<file path="src/rtl/uart_pkg.sv">
// Shared UART definitions: frame constants and receiver FSM state type.
// Optional build macro: UART_RX_PARITY_EN adds the PARITY state (even parity).
package uart_pkg;

  localparam int unsigned DATA_BITS = 8;
  localparam int unsigned BIT_IDX_W = 3;

`ifdef UART_RX_PARITY_EN
  typedef enum logic [2:0] {
    IDLE   = 3'd0,
    START  = 3'd1,
    DATA   = 3'd2,
    PARITY = 3'd3,
    STOP   = 3'd4
  } uart_state_e;
`else
  typedef enum logic [2:0] {
    IDLE   = 3'd0,
    START  = 3'd1,
    DATA   = 3'd2,
    STOP   = 3'd4
  } uart_state_e;
`endif

endpackage

</file>
<file path="src/rtl/uart_rx_tick.sv">
// Free-running oversample tick generator: one-cycle tick every DIV clocks.
module uart_rx_tick #(
  parameter int unsigned SYSTEM_CLOCK_FREQ = 100000000,
  parameter int unsigned BAUD_RATE         = 115200,
  parameter int unsigned OVERSAMPLE        = 16
) (
  input  logic clk,
  input  logic rst_n,
  output logic tick
);

  localparam int unsigned DIV_RAW = SYSTEM_CLOCK_FREQ / (BAUD_RATE * OVERSAMPLE);
  localparam int unsigned DIV     = (DIV_RAW < 1) ? 1 : DIV_RAW;
  localparam int unsigned CNT_W   = (DIV > 1) ? $clog2(DIV) : 1;

  logic [CNT_W-1:0] cnt_q, cnt_d;
  logic             tick_q, tick_d;

  // Count 0..DIV-1 and flag the wrap cycle.
  always_comb begin
    cnt_d  = cnt_q + CNT_W'(1);
    tick_d = 1'b0;
    if (cnt_q == CNT_W'(DIV - 1)) begin
      cnt_d  = '0;
      tick_d = 1'b1;
    end
  end

  // Divider state.
  always_ff @(posedge clk or negedge rst_n) begin
    if (!rst_n) begin
      cnt_q  <= '0;
      tick_q <= 1'b0;
    end else begin
      cnt_q  <= cnt_d;
      tick_q <= tick_d;
    end
  end

  assign tick = tick_q;

endmodule

</file>
<file path="src/rtl/uart_rx.sv">
// UART receiver: oversampled 8-bit LSB-first frames with valid/ready output.
// Optional build macro: UART_RX_PARITY_EN (even parity bit after the data).
module uart_rx
  import uart_pkg::*;
#(
  parameter int unsigned SYSTEM_CLOCK_FREQ = 100000000,
  parameter int unsigned BAUD_RATE         = 115200,
  parameter int unsigned OVERSAMPLE        = 16
) (
  input  logic                 clk,
  input  logic                 rst_n,
  input  logic                 rx,
  output logic [DATA_BITS-1:0] data,
  output logic                 valid,
  input  logic                 ready,
  output logic                 frame_err,
  output logic                 parity_err,
  output logic                 overrun
);

  localparam int unsigned SMP_W = $clog2(OVERSAMPLE);

  logic                 tick;
  logic                 rx_s1_q, rx_s2_q;
  logic                 rx_sync;
  uart_state_e          state_q, state_d;
  logic [SMP_W-1:0]     smp_cnt_q, smp_cnt_d;
  logic [BIT_IDX_W-1:0] bit_idx_q, bit_idx_d;
  logic [DATA_BITS-1:0] shift_q, shift_d;
  logic [DATA_BITS-1:0] data_q, data_d;
  logic                 valid_q, valid_d;
  logic                 frame_err_q, frame_err_d;
  logic                 overrun_q, overrun_d;
`ifdef UART_RX_PARITY_EN
  logic                 par_q, par_d;
  logic                 parity_err_q, parity_err_d;
`endif

  uart_rx_tick #(
    .SYSTEM_CLOCK_FREQ (SYSTEM_CLOCK_FREQ),
    .BAUD_RATE         (BAUD_RATE),
    .OVERSAMPLE        (OVERSAMPLE)
  ) u_tick (
    .clk   (clk),
    .rst_n (rst_n),
    .tick  (tick)
  );

  assign rx_sync = rx_s2_q;

  // Frame sequencing and output handshake.
  always_comb begin
    state_d     = state_q;
    smp_cnt_d   = smp_cnt_q;
    bit_idx_d   = bit_idx_q;
    shift_d     = shift_q;
    data_d      = data_q;
    valid_d     = valid_q && !ready;
    frame_err_d = 1'b0;
    overrun_d   = 1'b0;
`ifdef UART_RX_PARITY_EN
    par_d        = par_q;
    parity_err_d = 1'b0;
`endif
    if (tick) begin
      case (state_q)
        IDLE: begin
          if (!rx_sync) begin
            state_d   = START;
            smp_cnt_d = '0;
          end
        end
        START: begin
          if (smp_cnt_q == SMP_W'(OVERSAMPLE / 2 - 1)) begin
            smp_cnt_d = '0;
            if (!rx_sync) begin
              state_d   = DATA;
              bit_idx_d = '0;
            end else begin
              state_d = IDLE;
            end
          end else begin
            smp_cnt_d = smp_cnt_q + SMP_W'(1);
          end
        end
        DATA: begin
          if (smp_cnt_q == SMP_W'(OVERSAMPLE - 1)) begin
            smp_cnt_d = '0;
            shift_d   = {rx_sync, shift_q[DATA_BITS-1:1]};
            if (bit_idx_q == BIT_IDX_W'(DATA_BITS - 1)) begin
`ifdef UART_RX_PARITY_EN
              state_d = PARITY;
`else
              state_d = STOP;
`endif
            end else begin
              bit_idx_d = bit_idx_q + BIT_IDX_W'(1);
            end
          end else begin
            smp_cnt_d = smp_cnt_q + SMP_W'(1);
          end
        end
`ifdef UART_RX_PARITY_EN
        PARITY: begin
          if (smp_cnt_q == SMP_W'(OVERSAMPLE - 1)) begin
            smp_cnt_d = '0;
            par_d     = rx_sync;
            state_d   = STOP;
          end else begin
            smp_cnt_d = smp_cnt_q + SMP_W'(1);
          end
        end
`endif
        STOP: begin
          if (smp_cnt_q == SMP_W'(OVERSAMPLE - 1)) begin
            smp_cnt_d = '0;
            state_d   = IDLE;
            if (!rx_sync) begin
              frame_err_d = 1'b1;
            end
`ifdef UART_RX_PARITY_EN
            else if (par_q ^ (^shift_q)) begin
              parity_err_d = 1'b1;
            end
`endif
            else if (valid_q && !ready) begin
              overrun_d = 1'b1;
            end else begin
              data_d  = shift_q;
              valid_d = 1'b1;
            end
          end else begin
            smp_cnt_d = smp_cnt_q + SMP_W'(1);
          end
        end
        default: state_d = IDLE;
      endcase
    end
  end

  // Synchronizer, FSM and output registers.
  always_ff @(posedge clk or negedge rst_n) begin
    if (!rst_n) begin
      rx_s1_q     <= 1'b1;
      rx_s2_q     <= 1'b1;
      state_q     <= IDLE;
      smp_cnt_q   <= '0;
      bit_idx_q   <= '0;
      shift_q     <= '0;
      data_q      <= '0;
      valid_q     <= 1'b0;
      frame_err_q <= 1'b0;
      overrun_q   <= 1'b0;
`ifdef UART_RX_PARITY_EN
      par_q        <= 1'b0;
      parity_err_q <= 1'b0;
`endif
    end else begin
      rx_s1_q     <= rx;
      rx_s2_q     <= rx_s1_q;
      state_q     <= state_d;
      smp_cnt_q   <= smp_cnt_d;
      bit_idx_q   <= bit_idx_d;
      shift_q     <= shift_d;
      data_q      <= data_d;
      valid_q     <= valid_d;
      frame_err_q <= frame_err_d;
      overrun_q   <= overrun_d;
`ifdef UART_RX_PARITY_EN
      par_q        <= par_d;
      parity_err_q <= parity_err_d;
`endif
    end
  end

  assign data      = data_q;
  assign valid     = valid_q;
  assign frame_err = frame_err_q;
  assign overrun   = overrun_q;
`ifdef UART_RX_PARITY_EN
  assign parity_err = parity_err_q;
`else
  assign parity_err = 1'b0;
`endif

endmodule

</file>
<file path="config.mk">
export PLATFORM = sky130hd
export DESIGN_NAME = uart_rx
export DESIGN_NICKNAME = d
export VERILOG_FILES = /design/src/rtl/uart_pkg.sv /design/src/rtl/uart_rx_tick.sv /design/src/rtl/uart_rx.sv
export SDC_FILE = /design/constraint.sdc
export NUM_CORES = 1
export LEC_CHECK = 0
export CAP_MARGIN = 20
export CELL_PAD_IN_SITES_DETAIL_PLACEMENT = 1
export CELL_PAD_IN_SITES_GLOBAL_PLACEMENT = 2
export CORE_ASPECT_RATIO = 0.6
export CORE_UTILIZATION = 35
export CTS_BUF_LIST = sky130_fd_sc_hd__clkbuf_8
export DETAILED_ROUTE_END_ITERATION = 6
export GPL_TIMING_DRIVEN = 0
export PLACE_DENSITY_LB_ADDON = 0.12
export SYNTH_ARGS = -nofsm -noshare
export SYNTH_HDL_FRONTEND = slang
export SYNTH_HIERARCHICAL = 1
export SYNTH_SLANG_ARGS = --single-unit
</file>
<file path="constraint.sdc">
create_clock -name clk -period 4.1 [get_ports clk]
set_clock_uncertainty 0.15 [all_clocks]
set_input_delay 0.41 -clock clk [delete_from_list [all_inputs] [get_ports clk]]
set_output_delay 0.41 -clock clk [all_outputs]
set_load 0.01 [all_outputs]
</file>
==> results of run 1 <==
[cell families (layout without fill, tap and decap cells)]
| kind of cell | Yosys count | count (layout) | synth area share [%] |
|---|---|---|---|
| xor+xnor | 3 | 3 | 1.49 |
| buf+inv | 8 | 30 | 3.06 |
| flops | 38 | 38 | 54.2 |
| simple gates | 60 | 60 | 18.7 |
| fa+ha+maj | 5 | 5 | 3.56 |
| compound gates | 16 | 16 | 6.61 |
| other cells | 1 | 1 | 0.213 |
| mux | 19 | 19 | 12.2 |
[worst max-delay path: stages, from the launching register on]
cell and delay [ns]:
dfrtp_1 0.40, ha_1 0.29, and3_1 0.27, nand2_1 0.13, and4b_1 0.27, buf_2 0.23
mux2_1 0.35
[worst min-delay path by stage]
stage              endpoint
4_1_cts        smp_cnt_q[1]
3_5_place_dp        rx_s2_q
3_3_place_gp        rx_s2_q
2_1_floorplan  bit_idx_q[0]
6_report       bit_idx_q[2]
5_1_grt        bit_idx_q[2]
[registers in the layout, summed over array words and instances (netlist names), 3 cells and up]
signal and flops:
shift_q 8, data 8, state_q 3, bit_idx_q 3, u_tick/cnt_q 6, smp_cnt_q 4
[synth_stat cells, types with 2 or more instances]
cell and count:
xor2_1 2, mux2_2 9, mux2_1 10, and3_1 3, nor3_1 2, inv_1 2, nand3_1 7, dfrtp_1 36
nand2_1 12, o21ai_0 3, o21ai_1 4, or4b_1 2, dfstp_2 2, nor2b_1 5, nand2b_1 5, buf_2 4
ha_1 5, nor2_1 14
[per-stage QoR]
stage	worst slack, ns	power (mW)	instances
floorplan	2.18	0.387	150
global placement	1.57	0.398	227
detailed placement	1.92	0.397	227
CTS	1.86	0.786	235
global route	1.73	0.801	235
finish	1.88	0.770	235
[routing by layer]
metal  part of all wire (%)  wire length (µm)
met5                      0                 0
met4                   0.16                 6
met3                    2.8               106
met2                     46              1750
met1                     51              1940
[where the power goes]
| part | internal [mW] | switching [mW] |
|---|---|---|
| Sequential | 0.376 | 0.00113 |
| Clock | 0.244 | 0.137 |
| Combinational | 0.00343 | 0.00846 |
| Total | 0.623 | 0.147 |
[layout make-up]
type | count | area share (%)
Sequential cell | 38 | 45.2
Multi-Input combinational cell | 104 | 35.6
Timing Repair Buffer | 14 | 6.40
Tap cell | 63 | 3.73
Clock buffer | 5 | 3.26
Clock inverter | 3 | 3.26
Buffer | 6 | 2.19
Inverter | 2 | 0.356
==> results.py, run 1 <==
metrics = {
    "run": {
        "maxCapViolCount": 0,
    },
    "layout": {
        "final-seq-area_um2": 953,
        "fin_util_pct": 44.8,
        "drive_above_1_share_pct": 17.4,
        "areaGrowthSynthToFinish_pct": 20.0,
        "stdcell_area_um2": 2110,
        "nFillCells": 515,
        "final_cell_mix": "dfrtp_1, nor2_1, clkdlybuf4s50_1",
        "num-nets-final": 180,
        "final_common_cell": "dfrtp_1",
        "multiInputGateArea_um2": 752,
        "antenna_cells": 0,
    },
    "synth": {
        "synth_top_area_share_pct": 51.2,
        "yosys.area.top_type": "dfrtp_1",
        "yosysUniqueCellTypes": 41,
        "synthTopCellsByArea": "dfrtp_1, mux2_1, mux2_2",
        "syn_inst": 150,
        "avgSynthCellArea_um2": 11.7,
        "synth-seq-area-share_pct": 54.2,
        "ys_ff_latch": 38,
        "synth_area_um2": 1760,
        "yosysWarnings": 6,
        "synth_edf_count": 0,
        "synth_ff_type": "dfrtp_1",
        "synthArstFlopShare_pct": 100,
        "synthesis.nets": 159,
    },
    "global_routing": {
        "antenna_found_initial": 0,
        "met1_usage_pct": 22.8,
        "grt_pass1_vias": 1327,
        "globalRouteMet2Util_pct": 27.4,
        "grt_start_max_net_pins": 39,
        "use_met3_pct": 4.07,
        "grt-ovfl-total": 0,
        "grt_busiest_layer": "met2",
        "grt_pass1_wl_um": 6690,
        "grt.total_usage_pct": 16.8,
    },
    "placed_design": {
        "gp_congestion": 0.761,
        "numPortBuffers": 14,
        "hpwl_um": 2760,
        "placed_cell_area_um2": 1970,
    },
    "floorplan": {
        "die_x_um": 93.5,
        "coreArea_um2": 4710,
        "die_y_um": 56.9,
        "ioPinCount": 16,
        "die_area_um2": 5320,
        "start_util_pct": 37.4,
        "rows": 19,
    },
    "timing": {
        "period_minus_slack_ns": 2.22,
        "finalCritPeriodShare_pct": 54.1,
        "rsz0062_at_grt": "false",
        "finalSetupTns_ns": 0,
        "timing.hold.ws_ns": 0.0575,
        "hold_viol": 0,
        "slew_headroom_pct": 45.1,
        "slew_viol_final": 0,
        "setup_viol": 0,
        "max_freq_mhz": 451,
        "tightest_slew_ns": 0.823,
    },
    "critical_path": {
        "required_ns": 4.12,
        "r2r_end": "data[1]",
        "cp-end-kind": "flop",
        "arrival_ns": 2.24,
        "endpoint": "data[1]",
        "reg2reg_from": "smp_cnt_q[0]",
        "crit_path_start_kind": "flop",
        "r2r_setup_slack_ns": 1.88,
        "crit_start": "smp_cnt_q[0]",
        "r2r_cells": 6,
        "critical_path.max_fanout": 8,
        "crit_type": "flop to flop",
    },
    "pwr": {
        "p_per_area_nw_per_um2": 365,
        "p_leak_nw": 0.990,
        "peakVddDrop_mv": 0.186,
    },
    "drt": {
        "num_vias": 1181,
        "drcViolationCount": 0,
        "postRouteAntennaNets": 0,
        "first_iter_violations": 34,
        "wl_per_cell_um": 16.2,
        "totalWireLength_um": 3800,
        "dr.pass1.iters": 4,
        "vias_per_cell": 5.03,
    },
    "clocking": {
        "clock_latency_ns": 0.29,
        "holdBufCountCts": 0,
        "htree_levels": 2,
        "root_buffer": "clkbuf_8",
        "cts_resized": 0,
        "cts_tree": "yes",
        "cts_buffer_depth": 2,
        "post_cts_buffers": 0,
        "cts-buffers-inserted": 5,
        "clk_pin_slew_ns": 0.08,
        "cts_num_sinks": 38,
    },
    "hold_path": {
        "hp-class": "primary input to async pin",
    },
    "outcome": {
        "status": "complete, no violations",
    },
}
(Power assumes the default switching activity.)
==> run 2, diff against run 1 <==
- clock period: 4.1 -> 2.15 ns (I/O delays scaled with it)
==> run 2 against run 1 <==
Net effect: design area is 1.5% higher; critical path depth unchanged; sequential power rose by 91%; non-clock buffer count grew 1; critical path type unchanged; critical endpoint unchanged; largest power group unchanged.
==> results.py, run 2 (synthesis gave the netlist of run 1 again) <==
metrics = {
    "timing": {
        "slew_viol_final": 0,
        "setup_viol": 0,
        "max_freq_mhz": 487,
        "rsz0062_at_grt": "false",
        "timing.hold.ws_ns": 0.181,
        "slew_headroom_pct": 45.1,
        "hold_viol": 0,
        "tightest_slew_ns": 0.823,
        "period_minus_slack_ns": 2.05,
        "finalCritPeriodShare_pct": 95.4,
    },
    "drt": {
        "wl_per_cell_um": 16.4,
        "totalWireLength_um": 3870,
        "vias_per_cell": 5.02,
        "postRouteAntennaNets": 0,
        "drcViolationCount": 0,
        "dr.pass1.iters": 4,
        "num_vias": 1184,
        "first_iter_violations": 29,
    },
    "hold_path": {
        "hold_path_depth": 1,
        "min_from": "rx",
        "hp-class": "primary input to flop",
        "whs_endpoint": "rx_s1_q",
    },
    "clocking": {
        "cts_num_sinks": 38,
        "cts_tree": "yes",
        "clk_pin_slew_ns": 0.08,
        "clock_latency_ns": 0.29,
        "cts_buffer_depth": 2,
        "htree_levels": 2,
        "root_buffer": "clkbuf_8",
        "cts-buffers-inserted": 5,
        "post_cts_buffers": 0,
    },
    "critical_path": {
        "r2r_setup_slack_ns": 0.1,
        "reg2reg_from": "smp_cnt_q[0]",
        "crit_path_start_kind": "flop",
        "arrival_ns": 2.07,
        "r2r_end": "data[1]",
        "crit_type": "flop to flop",
        "critical_path.max_fanout": 8,
        "crit_start": "smp_cnt_q[0]",
        "required_ns": 2.17,
        "cp-end-kind": "flop",
        "r2r_cells": 6,
    },
    "global_routing": {
        "grt_pass1_wl_um": 6690,
        "grt.total_usage_pct": 16.9,
        "grt_pass1_vias": 1331,
        "grt-ovfl-total": 0,
        "antenna_found_initial": 0,
        "grt_start_max_net_pins": 39,
    },
    "placed_design": {
        "hpwl_um": 2760,
        "numPortBuffers": 14,
        "placedCellCount": 227,
        "gp_congestion": 0.761,
    },
    "floorplan": {
        "die_area_um2": 5320,
        "die_y_um": 56.9,
        "ioPinCount": 16,
        "start_util_pct": 37.4,
        "rows": 19,
        "coreArea_um2": 4710,
        "die_x_um": 93.5,
    },
    "layout": {
        "antenna_cells": 0,
        "nFillCells": 514,
        "drive_above_1_share_pct": 19.1,
        "final_cell_mix": "dfrtp_1, nor2_1, clkdlybuf4s50_1",
        "fin_util_pct": 45.5,
        "num-nets-final": 181,
        "final_common_cell": "dfrtp_1",
        "instances_no_fill": 236,
        "areaGrowthSynthToFinish_pct": 21.8,
    },
    "pwr": {
        "peakVddDrop_mv": 0.354,
        "p_per_area_nw_per_um2": 686,
        "p_leak_nw": 0.989,
    },
    "run": {
        "maxCapViolCount": 0,
    },
    "outcome": {
        "status": "complete, no violations",
    },
}
==> run 2: stage by stage <==
| stage | setup WS (ns) | area [µm²] | TNS [ns] | power (mW) |
|---|---|---|---|---|
| global route | 0.00498 | 2140 | 0 | 1.53 |
| finish | 0.0980 | 2140 | 0 | 1.47 |
| detailed placement | -0.0293 | 1970 | -0.183 | 0.758 |
| floorplan | 0.233 | 1760 | 0 | 0.738 |
| CTS | 0.0209 | 2130 | 0 | 1.50 |
| global placement | -0.188 | 1980 | -6.67 | 0.759 |
==> run 2: where the power goes <==
part / switching (mW) / internal, mW / leakage, nW / total [mW]
logic: 0.0164 / 0.00770 / 0.413 / 0.0241
clock network: 0.262 / 0.465 / 0.0683 / 0.727
registers: 0.00212 / 0.717 / 0.508 / 0.720
total: 0.280 / 1.19 / 0.989 / 1.47
==> run 2: layout make-up <==
| type | count | area, µm² | area share, % |
|---|---|---|---|
| Clock inverter | 3 | 68.8 | 3.21 |
| Sequential cell | 38 | 955 | 44.5 |
| Timing Repair Buffer | 15 | 145 | 6.77 |
| Multi-Input combinational cell | 104 | 771 | 36.0 |
| Buffer | 6 | 48.8 | 2.28 |
| Clock buffer | 5 | 68.8 | 3.21 |
| Inverter | 2 | 7.51 | 0.350 |
| Tap cell | 63 | 78.8 | 3.68 |
==> run 2: how the worst max path moves through the flow <==
stage	to	slack [ns]	cells after the start
finish	data[1]	0.1	6
global route	data[0]	0.005	6
CTS	data[1]	0.02	6
detailed placement	data[7]	-0.03	6
global placement	data[3]	-0.19	1
floorplan	data[0]	0.23	6
==> run 2: per-layer routing <==
| metal | global-route usage (%) | share of wire (%) |
|---|---|---|
| met2 | 27.4 | 46 |
| met5 | 0 | 0 |
| met1 | 22.9 | 51 |
| met3 | 4.07 | 2.7 |
| met4 | 3.96 | 0.16 |
==> run 2: repair_timing <==
| action | CTS | global route |
|---|---|---|
| endpoints found under the setup margin | 12 | 16 |
| gates resized for setup | 2 | 4 |
| hold buffers | 1 | 0 |
| endpoints found under the hold margin | 36 | 0 |
==> run 2: critical path, cell delays in order (launching register included) <==
cell and delay, ns:
dfrtp_2 0.42, ha_4 0.19, and3_2 0.23, nand2_1 0.14, and4b_1 0.29, buf_4 0.18, mux2_1 0.34
